**src/rtl/sipo_deframer.sv**
```systemverilog
// Serial-to-parallel deframer: hunts for SYNC_WORD, then assembles WIDTH-bit words LSB-first
// onto a valid/ready output register. Optional even-parity frame check with PARITY_CHECK_EN.
module sipo_deframer #(
  parameter int                  WIDTH     = 4,
  parameter int                  SYNC_LEN  = 8,
  parameter logic [SYNC_LEN-1:0] SYNC_WORD = 8'hA5
) (
  input  logic             clock,
  input  logic             reset,
  input  logic             serial_in,
  input  logic             bit_en,
  output logic [WIDTH-1:0] out_data,
  output logic             out_valid,
  input  logic             out_ready,
  output logic             sync_lock,
  output logic             overrun,
  output logic             parity_err
);

  localparam int CW = $clog2(WIDTH + 1);
`ifdef PARITY_CHECK_EN
  localparam int FRAME_LEN = WIDTH + 1;
`else
  localparam int FRAME_LEN = WIDTH;
`endif
  localparam logic [CW-1:0] LAST_IDX = CW'(FRAME_LEN - 1);

  localparam logic [0:0] ST_HUNT   = 1'b0;
  localparam logic [0:0] ST_LOCKED = 1'b1;

  logic [0:0]          state_q, state_d;
  logic [SYNC_LEN-1:0] win_q,   win_d;
  logic [WIDTH-1:0]    shift_q, shift_d;
  logic [CW-1:0]       count_q, count_d;
  logic [WIDTH-1:0]    data_q,  data_d;
  logic                valid_q, valid_d;
  logic                lock_q,  lock_d;
  logic                ovr_q,   ovr_d;
  logic                complete;
  logic                par_ok;
`ifdef PARITY_CHECK_EN
  logic                perr_q,  perr_d;
`endif

  always_comb begin
    state_d  = state_q;
    win_d    = win_q;
    shift_d  = shift_q;
    count_d  = count_q;
    data_d   = data_q;
    valid_d  = valid_q;
    ovr_d    = 1'b0;
    complete = 1'b0;
    par_ok   = 1'b1;
`ifdef PARITY_CHECK_EN
    perr_d   = 1'b0;
`endif

    if (bit_en) begin
      if (state_q == ST_HUNT) begin
        win_d = {serial_in, win_q[SYNC_LEN-1:1]};
        if (win_d == SYNC_WORD) begin
          state_d = ST_LOCKED;
          count_d = '0;
        end
      end else begin
        // The parity bit (count == WIDTH) is never stored in the data register.
        for (int unsigned i = 0; i < WIDTH; i++) begin
          if (count_q == CW'(i)) shift_d[i] = serial_in;
        end
        if (count_q == LAST_IDX) begin
          complete = 1'b1;
          count_d  = '0;
        end else begin
          count_d = count_q + CW'(1);
        end
      end
    end

`ifdef PARITY_CHECK_EN
    // Frame parity is the data word plus the incoming parity bit; must be even.
    par_ok = ~(^shift_q ^ serial_in);
    if (complete && !par_ok) begin
      perr_d  = 1'b1;
      state_d = ST_HUNT;
      win_d   = '0;
    end
`endif

    if (complete && par_ok) begin
      if (!valid_q || out_ready) begin
        data_d  = shift_d;
        valid_d = 1'b1;
      end else begin
        ovr_d = 1'b1;
      end
    end else if (valid_q && out_ready) begin
      valid_d = 1'b0;
    end

    lock_d = (state_d == ST_LOCKED);
  end

  always_ff @(posedge clock) begin
    if (reset) begin
      state_q <= ST_HUNT;
      win_q   <= '0;
      shift_q <= '0;
      count_q <= '0;
      data_q  <= '0;
      valid_q <= 1'b0;
      lock_q  <= 1'b0;
      ovr_q   <= 1'b0;
`ifdef PARITY_CHECK_EN
      perr_q  <= 1'b0;
`endif
    end else begin
      state_q <= state_d;
      win_q   <= win_d;
      shift_q <= shift_d;
      count_q <= count_d;
      data_q  <= data_d;
      valid_q <= valid_d;
      lock_q  <= lock_d;
      ovr_q   <= ovr_d;
`ifdef PARITY_CHECK_EN
      perr_q  <= perr_d;
`endif
    end
  end

  assign out_data  = data_q;
  assign out_valid = valid_q;
  assign sync_lock = lock_q;
  assign overrun   = ovr_q;
`ifdef PARITY_CHECK_EN
  assign parity_err = perr_q;
`else
  assign parity_err = 1'b0;
`endif

endmodule

```
**config.mk**
```make
export PLATFORM = sky130hd
export DESIGN_NAME = sipo_deframer
export DESIGN_NICKNAME = d
export VERILOG_FILES = /design/src/rtl/sipo_deframer.sv
export SDC_FILE = /design/constraint.sdc
export NUM_CORES = 1
export LEC_CHECK = 0
export CAP_MARGIN = 20
export CORE_MARGIN = 2
export CORE_UTILIZATION = 45
export DETAILED_ROUTE_END_ITERATION = 12
export GPL_TIMING_DRIVEN = 0
export PLACE_DENSITY = 0.74
export SLEW_MARGIN = 20
export SYNTH_ARGS = -nofsm -noshare
export SYNTH_HDL_FRONTEND = slang
export SYNTH_SLANG_ARGS = --single-unit
```
**constraint.sdc**
```tcl
create_clock -name clock -period 1.79 [get_ports clock]
set_input_delay 0.2685 -clock clock [delete_from_list [all_inputs] [get_ports clock]]
set_output_delay 0.2685 -clock clock [all_outputs]
set_load 0.01 [all_outputs]
```
==> metrics.log, run 1 <==
INFO  metric outcome = complete, no violations
INFO  metric ys_types = 25
INFO  metric final_core_util = 58.0%
INFO  metric leakagePower = 0.433 nW
INFO  metric top_level_ports = 13
INFO  metric htree_num_levels = 1
INFO  metric synth.yosys.seq_area_share = 45.5%
INFO  metric worstPathRequired = 1.52 ns
INFO  metric cp_top_family = buffers and inverters
INFO  metric globalRouteTotalUtil = between 10% and 20%
INFO  metric avgRoutedWirePerCell = 12.2 µm
INFO  metric yosys.area.top_type_share = 45.5%
INFO  metric yosys_register_bits = 20
INFO  metric global_route_wire_length_before_repair = 2480 µm
INFO  metric die_w = 48.2 µm
INFO  metric clock_path_buffers = 2
INFO  metric cts_num_sinks = 20
INFO  metric hold_violations = 0
INFO  metric unrepaired_setup_endpoints_after_global_routing = no
INFO  metric gp_congestion = 0.788
INFO  metric timing.critical_path.arrival = 1.17 ns
INFO  metric numPlacedInstances = 123
INFO  metric power_density = 667 nW/µm²
INFO  metric holdPathStages = 3
INFO  metric numCtsBuffers = 3
INFO  metric maximum_number_of_pins_on_one_net_before_global_route_repair = 11
INFO  metric routed_via_density = 5.25
INFO  metric vdd_ir_drop_max = 440 µV
INFO  metric effective_utilization_at_floorplan = approximately 50%
INFO  metric skew = approximately 0.0066 ns
INFO  metric drt_iter0_drc = 11
INFO  metric max_freq = 694 MHz
INFO  metric hold_path_end = overrun
INFO  metric num_rows = 15
INFO  metric timing.critical_path.cells = clkdlybuf4s50_1
INFO  metric cp_slowest_stage_delay = 0.54 ns
INFO  metric die_height = between 40 and 50 µm
INFO  metric drv_cap = 0
INFO  metric dr.pass1.iters = 4
INFO  metric synthesis.area = 880 µm²
INFO  metric grt_remaining_overflow = 0
INFO  metric insertedDiodeCount = 0
INFO  metric setup_slack = 0.349 ns
INFO  metric die_area = 2320 µm²
INFO  metric syn_nets = 97
INFO  metric setup_total_negative_slack = 0 ns
INFO  metric dpl_worst_slack = 0.337 ns
INFO  metric core = approximately 1800 µm²
INFO  metric clkSlewWorstSetupHoldPaths = about 0.090 ns
INFO  metric synthToLayoutAreaGrowth = 17.5%
INFO  metric ctsHoldBuffers = 0
INFO  metric clk_root_buf = sky130_fd_sc_hd__clkbuf_4
INFO  metric post_synth_inst_count = 88
INFO  metric library_cell_with_the_largest_summed_area_after_synthesis = sky130_fd_sc_hd__dfxtp_1
INFO  metric rr_startpoint = count_q[0]
INFO  metric ys_top_cells_by_area = sky130_fd_sc_hd__dfxtp_1 (46%), sky130_fd_sc_hd__mux2i_1 (11%), sky130_fd_sc_hd__ha_1 (5.7%)
INFO  metric vias_in_the_first_global_route = 573
INFO  metric place_hpwl = ~1100 µm
INFO  metric wirelength = between 1500 and 2000 µm
INFO  metric fin_cells = 126
INFO  metric cts_resized = 0
INFO  metric tightest_hold_check_type = input port to flop
INFO  metric post_cts_setup_bufs = 0
INFO  metric drc_errors = 0
INFO  metric post-route-min-period = 1.44 ns
INFO  metric worst_r2r_endpoint = out_data[1]
INFO  metric critical_path.slowest_cell = sky130_fd_sc_hd__clkdlybuf4s50_1
INFO  metric worstHoldStart = bit_en
INFO  metric reg2reg_slack = 0.48 ns
INFO  metric synthesis.yosys.warnings = 0
INFO  metric initial_antenna_violation_count = 0
INFO  metric clkLatencyLatePin = about 0.29 ns
INFO  metric crit_path_max_fanout = 3
INFO  metric rr_worst_depth = 4
INFO  metric totalPowerFinal = 0.000689 W
INFO  metric setup.worst_path.start_class = flop
INFO  metric cp.buffers_inverters = 1
INFO  metric timing.critical_path.to_type = output port
INFO  metric clock_tree_from_tritoncts = yes
INFO  metric numPortBuffers = 10
INFO  metric route.antenna.remaining_nets = 0
INFO  metric final_net_count = 112
INFO  metric detailroute.via_count = ~660
INFO  metric final-setup-viol-count = 0
INFO  metric finalCritPeriodShare = 80.5%
INFO  metric post_synth.cell_area_avg = ~10 µm²
INFO  metric critical_path_class = flop to output port
INFO  metric timing_max_transition_violations_final = 0
INFO  metric share_of_post_route_cells_with_drive_strength_above_1 = 11.9%
cells in the final DEF, fill, tap and decap left out:
master                            netlist  final
sky130_fd_sc_hd__a211oi_1               3      3
sky130_fd_sc_hd__a21oi_1                7      7
sky130_fd_sc_hd__a31o_2                 1      1
sky130_fd_sc_hd__a32o_1                 2      2
sky130_fd_sc_hd__and3b_1                1      1
sky130_fd_sc_hd__and4b_2                1      1
sky130_fd_sc_hd__and4bb_1               1      1
sky130_fd_sc_hd__buf_2                  2      2
sky130_fd_sc_hd__buf_4                  4      4
sky130_fd_sc_hd__clkbuf_4               0      3
sky130_fd_sc_hd__clkdlybuf4s50_1        0     10
sky130_fd_sc_hd__conb_1                 1      1
sky130_fd_sc_hd__dfxtp_1               20     20
sky130_fd_sc_hd__ha_1                   4      4
sky130_fd_sc_hd__inv_1                  3      3
sky130_fd_sc_hd__mux2i_1               10     10
sky130_fd_sc_hd__nand2_1                1      1
sky130_fd_sc_hd__nand2b_1               1      1
sky130_fd_sc_hd__nand3_1                1      1
sky130_fd_sc_hd__nand4_2                1      1
sky130_fd_sc_hd__nand4b_1               4      4
sky130_fd_sc_hd__nor2_1                12     12
sky130_fd_sc_hd__nor2b_1                3      3
sky130_fd_sc_hd__nor3_1                 2      2
sky130_fd_sc_hd__nor3b_1                1      1
sky130_fd_sc_hd__nor4_1                 1      1
sky130_fd_sc_hd__o21ai_0                1      1
per-stage QoR:
stage / hold WS [ns] / cell area (µm²)
2_1_floorplan: 0.416 / 880
3_3_place_gp: 0.470 / 1010
3_5_place_dp: 0.473 / 1010
4_1_cts: 0.382 / 1030
5_1_grt: 0.417 / 1030
6_report: 0.399 / 1030
flip-flops by register name (all words and copies together) (netlist names):
register	flops
count_q	3
out_data	4
overrun	1
win_q	7
out_valid	1
sync_lock	1
shift_q	3
worst max path at each step:
stage	start	end	slack (ns)	cells past startpoint
floorplan	count_q[0]	out_data[0]	0.66	4
global placement	reset	win_q[5]	0.35	4
detailed placement	reset	win_q[4]	0.34	4
CTS	out_valid	out_valid	0.33	1
global route	out_valid	out_valid	0.27	1
finish	out_valid	out_valid	0.35	1
layout make-up:
class	count	area [µm²]
Buffer	6	40.0
Sequential cell	20	400
Multi-Input combinational cell	59	428
Tap cell	25	31.3
Timing Repair Buffer	10	100
Fill cell	159	749
Clock buffer	3	22.5
Inverter	3	11.3
kinds of logic after synthesis:
kind of cell | after synthesis | synth area share [%]
DFF | 20 | 45.5
adders and majority gates | 4 | 5.69
and+or+nand+nor | 30 | 20.8
buffers and inverters | 9 | 5.83
AOI/OAI and AO/OA | 14 | 10.4
other | 1 | 0.426
muxes | 10 | 11.4
report_power, final:
group	internal (W)	total (W)	switching, W
Combinational	0.0000191	0.0000402	0.0000211
Clock	0.0000782	0.000200	0.000121
Sequential	0.000447	0.000449	0.00000186
Total	0.000545	0.000689	0.000144
tightest hold or removal path, cell delays in order:
cell and delay (ns):
sky130_fd_sc_hd__buf_4 0.14, sky130_fd_sc_hd__nand4b_1 0.16, sky130_fd_sc_hd__nor3_1 0.07
Yosys cell counts, drive strengths merged:
cell and instances:
dfxtp 20, nor2 12, mux2i 10, a21oi 7, buf 6, ha 4, nand4b 4, a211oi 3
inv 3, nor2b 3, a32o 2, nor3 2, a31o 1, and3b 1, and4b 1, and4bb 1
conb 1, nand2 1, nand2b 1, nand3 1, nand4 1, nor3b 1, nor4 1, o21ai 1
per-layer routing:
| layer | vias up | wire length (µm) | GRT usage [%] |
|---|---|---|---|
| met5 | - | 0 | 0 |
| met4 | 0 | 23 | 8.11 |
| met3 | 4 | 37 | 3.33 |
| met2 | 11 | 661 | 22.9 |
| met1 | 309 | 814 | 22.2 |
| li1 | 338 | - | - |
Note: power is estimated with default switching activity, not from simulation.
==> run 2: changes to the inputs <==
--- a/config.mk
+++ b/config.mk
@@ -10,7 +10,7 @@
 export CORE_UTILIZATION = 45
 export DETAILED_ROUTE_END_ITERATION = 12
 export GPL_TIMING_DRIVEN = 0
-export PLACE_DENSITY = 0.74
+export PLACE_DENSITY = 0.77
 export SLEW_MARGIN = 20
 export SYNTH_ARGS = -nofsm -noshare
 export SYNTH_HDL_FRONTEND = slang
==> constraint.sdc (replaced) <==
create_clock -name clock -period 1.2 [get_ports clock]
set_input_delay 0.18 -clock clock [delete_from_list [all_inputs] [get_ports clock]]
set_output_delay 0.18 -clock clock [all_outputs]
set_load 0.01 [all_outputs]
==> run 2 against run 1 <==
Sequential power rose by 48%. Sequential share of layout area fell by 2.2 points. Non-clock buffer count rose by 2. Setup slack got worse by 0.37 ns. The flow now finishes with violations (negative setup slack). Routed wire length rose by 0.46%. Global-route usage fell by 0.73 points. Core utilization rose by 4.8 points.
==> metrics.log, run 2 (same netlist as run 1, synthesis figures left out) <==
INFO  metric grt_remaining_overflow = 0 (unchanged)
INFO  metric top_level_ports = 13 (unchanged)
INFO  metric global_route_wire_length_before_repair = 2390 µm (-3.4%)
INFO  metric post-route-min-period = between 1 and 1.5 ns
INFO  metric avgRoutedWirePerCell = 12.0 µm (-1.9%)
INFO  metric detailroute.via_count = 671 (+1.4%)
INFO  metric crit_path_max_fanout = 5 (+2)
INFO  metric dr.pass1.iters = 2 (-2)
INFO  metric clock_path_buffers = 2 (unchanged)
INFO  metric wirelength = 1540 µm (+0.46%)
INFO  metric tightest_hold_check_type = input port to flop
INFO  metric outcome = finished, violations left
INFO  metric setup.worst_path.start_class = flop
INFO  metric drv_cap = 0 (unchanged)
INFO  metric critical_path.slowest_cell = sky130_fd_sc_hd__dfxtp_4
INFO  metric timing_max_transition_violations_final = 0 (unchanged)
INFO  metric effective_utilization_at_floorplan = 49.3% (unchanged)
INFO  metric power_density = 1140 nW/µm² (+71%)
INFO  metric critical_path_class = flop to flop
INFO  metric share_of_post_route_cells_with_drive_strength_above_1 = 25.0% (+13 points)
INFO  metric reg2reg_slack = -0.02 ns (-0.50 ns)
INFO  metric hold_path_end = overrun
INFO  metric globalRouteTotalUtil = 15.2% (-0.73 points)
INFO  metric final_common_cell = sky130_fd_sc_hd__dfxtp_1
INFO  metric synthToLayoutAreaGrowth = 27.2%
INFO  metric timing.critical_path.cells = ha_4 -> nand4b_1 -> nor2_2 -> a211oi_1
INFO  metric clock_tree_from_tritoncts = yes
INFO  metric maximum_number_of_pins_on_one_net_before_global_route_repair = 13 (+2)
INFO  metric htree_num_levels = 1 (unchanged)
INFO  metric vias_in_the_first_global_route = 576 (+0.52%)
INFO  metric largest_register_ffs = 7 (unchanged)
INFO  metric gp_congestion = 0.823 (+4.4%)
INFO  metric die_height = 48.2 µm (unchanged)
INFO  metric final_net_count = 114 (+1.8%)
INFO  metric holdPathStages = 3 (unchanged)
INFO  metric fin_cells = 129 (+2.4%)
INFO  metric worst_r2r_endpoint = out_data[1]
INFO  metric timing.critical_path.arrival = 1.42 ns (+0.25 ns)
INFO  metric numPlacedInstances = 123 (unchanged)
INFO  metric failing_checks = negative setup slack
INFO  metric timing.critical_path.to_type = flop
INFO  metric cp_slowest_stage_delay = 0.40 ns (-0.14 ns)
INFO  metric setup_slack = -0.0223 ns (-0.371 ns)
INFO  metric final-setup-viol-count = 3 (+3)
INFO  metric largest_register = win_q
INFO  metric hold_violations = 0 (unchanged)
INFO  metric place_hpwl = 1150 µm (+2.7%)
INFO  metric unrepaired_setup_endpoints_after_global_routing = yes
INFO  metric num_rows = 15 (unchanged)
INFO  metric insertedDiodeCount = 0 (unchanged)
INFO  metric worstPathRequired = 1.39 ns (-0.13 ns)
INFO  metric rr_startpoint = count_q[0]
INFO  metric leakagePower = 0.488 nW (+13%)
INFO  metric skew = 0.00224 ns (-0.00440 ns)
INFO  metric rr_worst_depth = 4 (unchanged)
INFO  metric commonest_non_fill_non_tap_cells_in_the_layout = sky130_fd_sc_hd__dfxtp_1 (17), sky130_fd_sc_hd__nor2_1 (11), sky130_fd_sc_hd__mux2i_1 (10)
INFO  metric vdd_ir_drop_max = 713 µV (+62%)
INFO  metric worstHoldStart = bit_en
INFO  metric ctsHoldBuffers = 0 (unchanged)
INFO  metric totalPowerFinal = 0.00127 W (+85%)
INFO  metric drt_iter0_drc = 2 (-9)
INFO  metric route.antenna.remaining_nets = 0 (unchanged)
INFO  metric clk_root_buf = sky130_fd_sc_hd__clkbuf_4
INFO  metric die_w = 48.2 µm (unchanged)
INFO  metric routed_via_density = 5.20 (-1.0%)
INFO  metric die_area = 2320 µm² (unchanged)
INFO  metric clkSlewWorstSetupHoldPaths = 0.11 ns (+0.02 ns)
INFO  metric max_freq = 818 MHz
INFO  metric drc_errors = 0 (unchanged)
INFO  metric cts_num_sinks = 20 (unchanged)
INFO  metric initial_antenna_violation_count = 0 (unchanged)
INFO  metric core = 1780 µm² (unchanged)
INFO  metric finalCritPeriodShare = 102%
INFO  metric clkLatencyLatePin = 0.30 ns (about the same)
INFO  metric numCtsBuffers = 3 (unchanged)
INFO  metric numPortBuffers = 10 (unchanged)
run 2: changes by cell type in the layout (fill, tap and decap cells not counted), sizes merged:
cell	delta
dlygate4sd2	+7
buf	+2
clkdlybuf4s50	-7
bufinv	+1
run 2: worst max-delay path by stage:
stage                        to  slack (ns)  depth (start not counted)        from
finish              out_data[1]       -0.02                          4  count_q[0]
global route        out_data[2]       -0.10                          4  count_q[0]
CTS                  count_q[1]       0.003                          3    win_q[3]
detailed placement   shift_q[1]       -0.18                          4       reset
global placement       win_q[5]       -0.15                          4       reset
floorplan           out_data[0]        0.07                          4  count_q[0]
run 2: final cells by class:
class / count / area, µm²
Timing Repair Buffer: 12 / 104
Clock buffer: 3 / 22.5
Sequential cell: 20 / 409
Buffer: 6 / 43.8
Multi-Input combinational cell: 59 / 467
Tap cell: 25 / 31.3
Clock inverter: 1 / 30.0
Fill cell: 161 / 664
Inverter: 3 / 11.3
run 2: stage by stage:
step	hold slack (ns)	TNS, ns	cell area [µm²]	setup WS [ns]	utilization (%)
floorplan	0.327	0	880	0.0673	-
global placement	0.468	-2.03	1010	-0.147	56.7
detailed placement	0.483	-2.60	1010	-0.181	56.7
CTS	0.295	0	1090	0.00293	61.1
global route	0.339	-0.335	1120	-0.102	62.7
finish	0.325	-0.0534	1120	-0.0223	62.7
run 2: what timing repair did:
item	4_1_cts	5_1_grt
pin swaps	3	2
endpoints found under the hold margin	0	0
resized for setup	18	6
gates cloned	0	1
setup endpoints to repair	14	14
setup buffers	1	0
run 2: critical path, delay by kind of cell, from the launching register on:
family	cells	cell delay (ns)
and+or+nand+nor	2	0.46
AOI/OAI and AO/OA	1	0.10
DFF	1	0.40
adders and majority gates	1	0.15
run 2: where the power goes:
group	internal [W]	total, W	switching [W]
clock	0.000338	0.000546	0.000208
combinational	0.0000287	0.0000604	0.0000317
sequential	0.000663	0.000666	0.00000271
run 2: layer usage:
metal  global-route usage [%]  wire, µm
met1                     18.5       737
met2                     24.7       746
met3                     3.33        30
met4                     8.11        28
met5                        0         0
==> run 3: changes to the inputs <==
--- a/config.mk
+++ b/config.mk
@@ -11,6 +11,7 @@
 export DETAILED_ROUTE_END_ITERATION = 12
 export GPL_TIMING_DRIVEN = 0
 export PLACE_DENSITY = 0.77
+export RECOVER_POWER = 50
 export SLEW_MARGIN = 20
 export SYNTH_ARGS = -nofsm -noshare
 export SYNTH_HDL_FRONTEND = slang
==> run 3 against run 2 <==
The flow still finishes with violations (negative setup slack). Final cell count unchanged. Non-clock buffer count is the same. Worst hold slack better by 0.00069 ns. Total power is 0.20% lower. Highest routed layer unchanged.
==> metrics.log, run 3 (same netlist as run 1, synthesis figures left out) <==
INFO  metric outcome = finished, violations left
INFO  metric failing_checks = negative setup slack
INFO  metric setup_slack = -0.0201 ns (+0.00219 ns)
INFO  metric share_of_post_route_cells_with_drive_strength_above_1 = 24.0% (-0.96 points)
INFO  metric wirelength = 1540 µm (about the same)
INFO  metric effective_utilization_at_floorplan = 49.3% (unchanged)
INFO  metric multiInputGateArea = 452 µm² (-3.2%)
INFO  metric switching_share = 19.0% (-0.069 points)
INFO  metric placed_area = 1010 µm² (unchanged)
INFO  metric cp_top_family = simple AND/OR/NAND/NOR gates
INFO  metric unrepaired_setup_endpoints_after_global_routing = yes
INFO  metric ctsHoldBuffers = 0 (unchanged)
INFO  metric internal_power = 0.00103 W (-0.11%)
INFO  metric top_level_ports = 13 (unchanged)
INFO  metric fillerInstances = 163 (+1.2%)
INFO  metric cts_num_sinks = 20 (unchanged)
INFO  metric place_hpwl = 1150 µm (unchanged)
INFO  metric insertedDiodeCount = 0 (unchanged)
INFO  metric switching_power = 0.000241 W (-0.56%)
INFO  metric final_common_cell = sky130_fd_sc_hd__dfxtp_1
INFO  metric gp_congestion = 0.823 (unchanged)
INFO  metric worst_r2r_endpoint = out_data[1]
INFO  metric largest_register = win_q
INFO  metric clock_path_buffers = 2 (unchanged)
INFO  metric crit_path_max_fanout = 5 (unchanged)
INFO  metric synthToLayoutAreaGrowth = 25.2%
INFO  metric worstPathRequired = 1.39 ns (about the same)
INFO  metric gate_power_share = 4.6% (about the same)
INFO  metric core = 1780 µm² (unchanged)
INFO  metric post-route-min-period = 1.22 ns (-0.00219 ns)
INFO  metric final_design_area_no_fill = 1100 µm² (-1.6%)
INFO  metric finalCritPeriodShare = 102% (-0.18 points)
INFO  metric power.share.clock = 43.0% (about the same)
INFO  metric detailroute.via_count = 671 (unchanged)
INFO  metric cp_slowest_stage_delay = 0.40 ns (about the same)
INFO  metric critical_path.slowest_cell = sky130_fd_sc_hd__dfxtp_4
INFO  metric critical_path_class = flop to flop
INFO  metric max_freq = 820 MHz (+0.18%)
INFO  metric holdPathStages = 3 (unchanged)
INFO  metric routed_via_density = 5.20 (unchanged)
INFO  metric timing.critical_path.arrival = 1.41 ns (about the same)
INFO  metric num_rows = 15 (unchanged)
INFO  metric clock_tree_from_tritoncts = yes
INFO  metric numPortBuffers = 10 (unchanged)
INFO  metric route.antenna.remaining_nets = 0 (unchanged)
INFO  metric avgRoutedWirePerCell = 12.0 µm (about the same)
INFO  metric hold_violations = 0 (unchanged)
INFO  metric global_route_wire_length_before_repair = 2390 µm (unchanged)
INFO  metric setup.worst_path.start_class = flop
INFO  metric hold_path_end = overrun
INFO  metric die_area = 2320 µm² (unchanged)
INFO  metric totalPowerFinal = 0.00127 W (-0.20%)
INFO  metric final_net_count = 114 (unchanged)
INFO  metric share_seq_of_total_power = 52.5% (+0.2 points)
INFO  metric drt_iter0_drc = 2 (unchanged)
INFO  metric rr_startpoint = count_q[0]
INFO  metric initial_antenna_violation_count = 0 (unchanged)
INFO  metric hold_ws = 0.326 ns (+0.000690 ns)
INFO  metric vias_in_the_first_global_route = 576 (unchanged)
INFO  metric clkLatencyLatePin = 0.30 ns (about the same)
INFO  metric dr.pass1.iters = 2 (unchanged)
INFO  metric tightest_hold_check_type = input port to flop
INFO  metric drv_cap = 0 (unchanged)
INFO  metric rr_worst_depth = 4 (unchanged)
INFO  metric area.sequential = 409 µm² (unchanged)
INFO  metric drc_errors = 0 (unchanged)
INFO  metric largest_register_ffs = 7 (unchanged)
INFO  metric globalRouteTotalUtil = 15.2% (unchanged)
INFO  metric cp.buffers_inverters = 0 (unchanged)
INFO  metric clkSlewWorstSetupHoldPaths = 0.11 ns (about the same)
INFO  metric power_density = 1150 nW/µm² (+1.4%)
INFO  metric die_w = 48.2 µm (unchanged)
INFO  metric commonest_non_fill_non_tap_cells_in_the_layout = sky130_fd_sc_hd__dfxtp_1 (17), sky130_fd_sc_hd__nor2_1 (11), sky130_fd_sc_hd__mux2i_1 (10)
INFO  metric final-setup-viol-count = 4 (+1)
INFO  metric setup.worst_path.start = count_q[0]
INFO  metric timing.critical_path.cells = ha_4 -> nand4b_1 -> nor2_2 -> a211oi_1
INFO  metric timing.critical_path.to_type = flop
INFO  metric maximum_number_of_pins_on_one_net_before_global_route_repair = 13 (unchanged)
INFO  metric die_height = 48.2 µm (unchanged)
INFO  metric numCtsBuffers = 3 (unchanged)
INFO  metric worstHoldStart = bit_en
INFO  metric reg2reg_slack = -0.02 ns (about the same)
INFO  metric clk_root_buf = sky130_fd_sc_hd__clkbuf_4
INFO  metric htree_num_levels = 1 (unchanged)
INFO  metric grt_remaining_overflow = 0 (unchanged)
INFO  metric leakagePower = 0.479 nW (-1.9%)
INFO  metric timing_max_transition_violations_final = 0 (unchanged)
INFO  metric setup_total_negative_slack = -0.0540 ns (-0.000602 ns)
INFO  metric skew = 0.00219 ns (-0.0000503 ns)
INFO  metric vdd_ir_drop_max = 713 µV (about the same)
run 3: cell counts in the layout (fill, tap and decap cells not counted):
Identical to the previous run, type by type.
run 3: worst reg2reg max path, delay by kind of cell, from the launching register on:
kind	cells	cell delay, ns
compound gates	1	0.10
fa+ha+maj	1	0.15
flops	1	0.40
simple gates	2	0.46
run 3: power groups by stage:
stage          registers (W)  clock network, W  logic [W]
3_3_place_gp        0.000685                 0  0.0000575
5_1_grt             0.000667          0.000588  0.0000642
4_1_cts             0.000666          0.000565  0.0000592
3_5_place_dp        0.000686                 0  0.0000592
6_report            0.000666          0.000546  0.0000579
2_1_floorplan       0.000685                 0  0.0000386
run 3: how the worst max path moves through the flow:
stage	slack (ns)	depth (start not counted)	end
3_5_place_dp	-0.18	4	shift_q[1]
4_1_cts	0.003	3	count_q[1]
3_3_place_gp	-0.15	4	win_q[5]
6_report	-0.02	4	out_data[1]
5_1_grt	-0.10	4	out_data[2]
2_1_floorplan	0.07	4	out_data[0]
run 3: area by class of cell:
class / instances / share of cell area (%)
sequential: 20 / 37.2
buffer: 6 / 3.75
tap: 25 / 2.84
multi-input combinational: 59 / 41.0
clock buffer: 3 / 2.05
clock inverter: 1 / 2.73
inverter: 3 / 1.02
timing repair buffer: 12 / 9.43
run 3: per-stage QoR:
stage	utilization [%]	setup WS, ns	instances
floorplan	-	0.0673	88
global placement	56.7	-0.147	123
detailed placement	56.7	-0.181	123
CTS	61.1	0.00293	128
global route	61.8	-0.102	129
finish	61.8	-0.0201	129
run 3: what timing repair did:
| action | CTS | global route |
|---|---|---|
| pin swaps | 3 | 2 |
| setup buffers | 1 | 0 |
| cloned | 0 | 1 |
| resized for setup | 18 | 6 |
| setup endpoints to repair | 14 | 14 |
run 3: per-layer routing:
layer	GRT usage, %	part of all wire [%]
met5	0	0
met4	8.11	1.8
met3	3.33	1.9
met2	24.7	48
met1	18.5	48
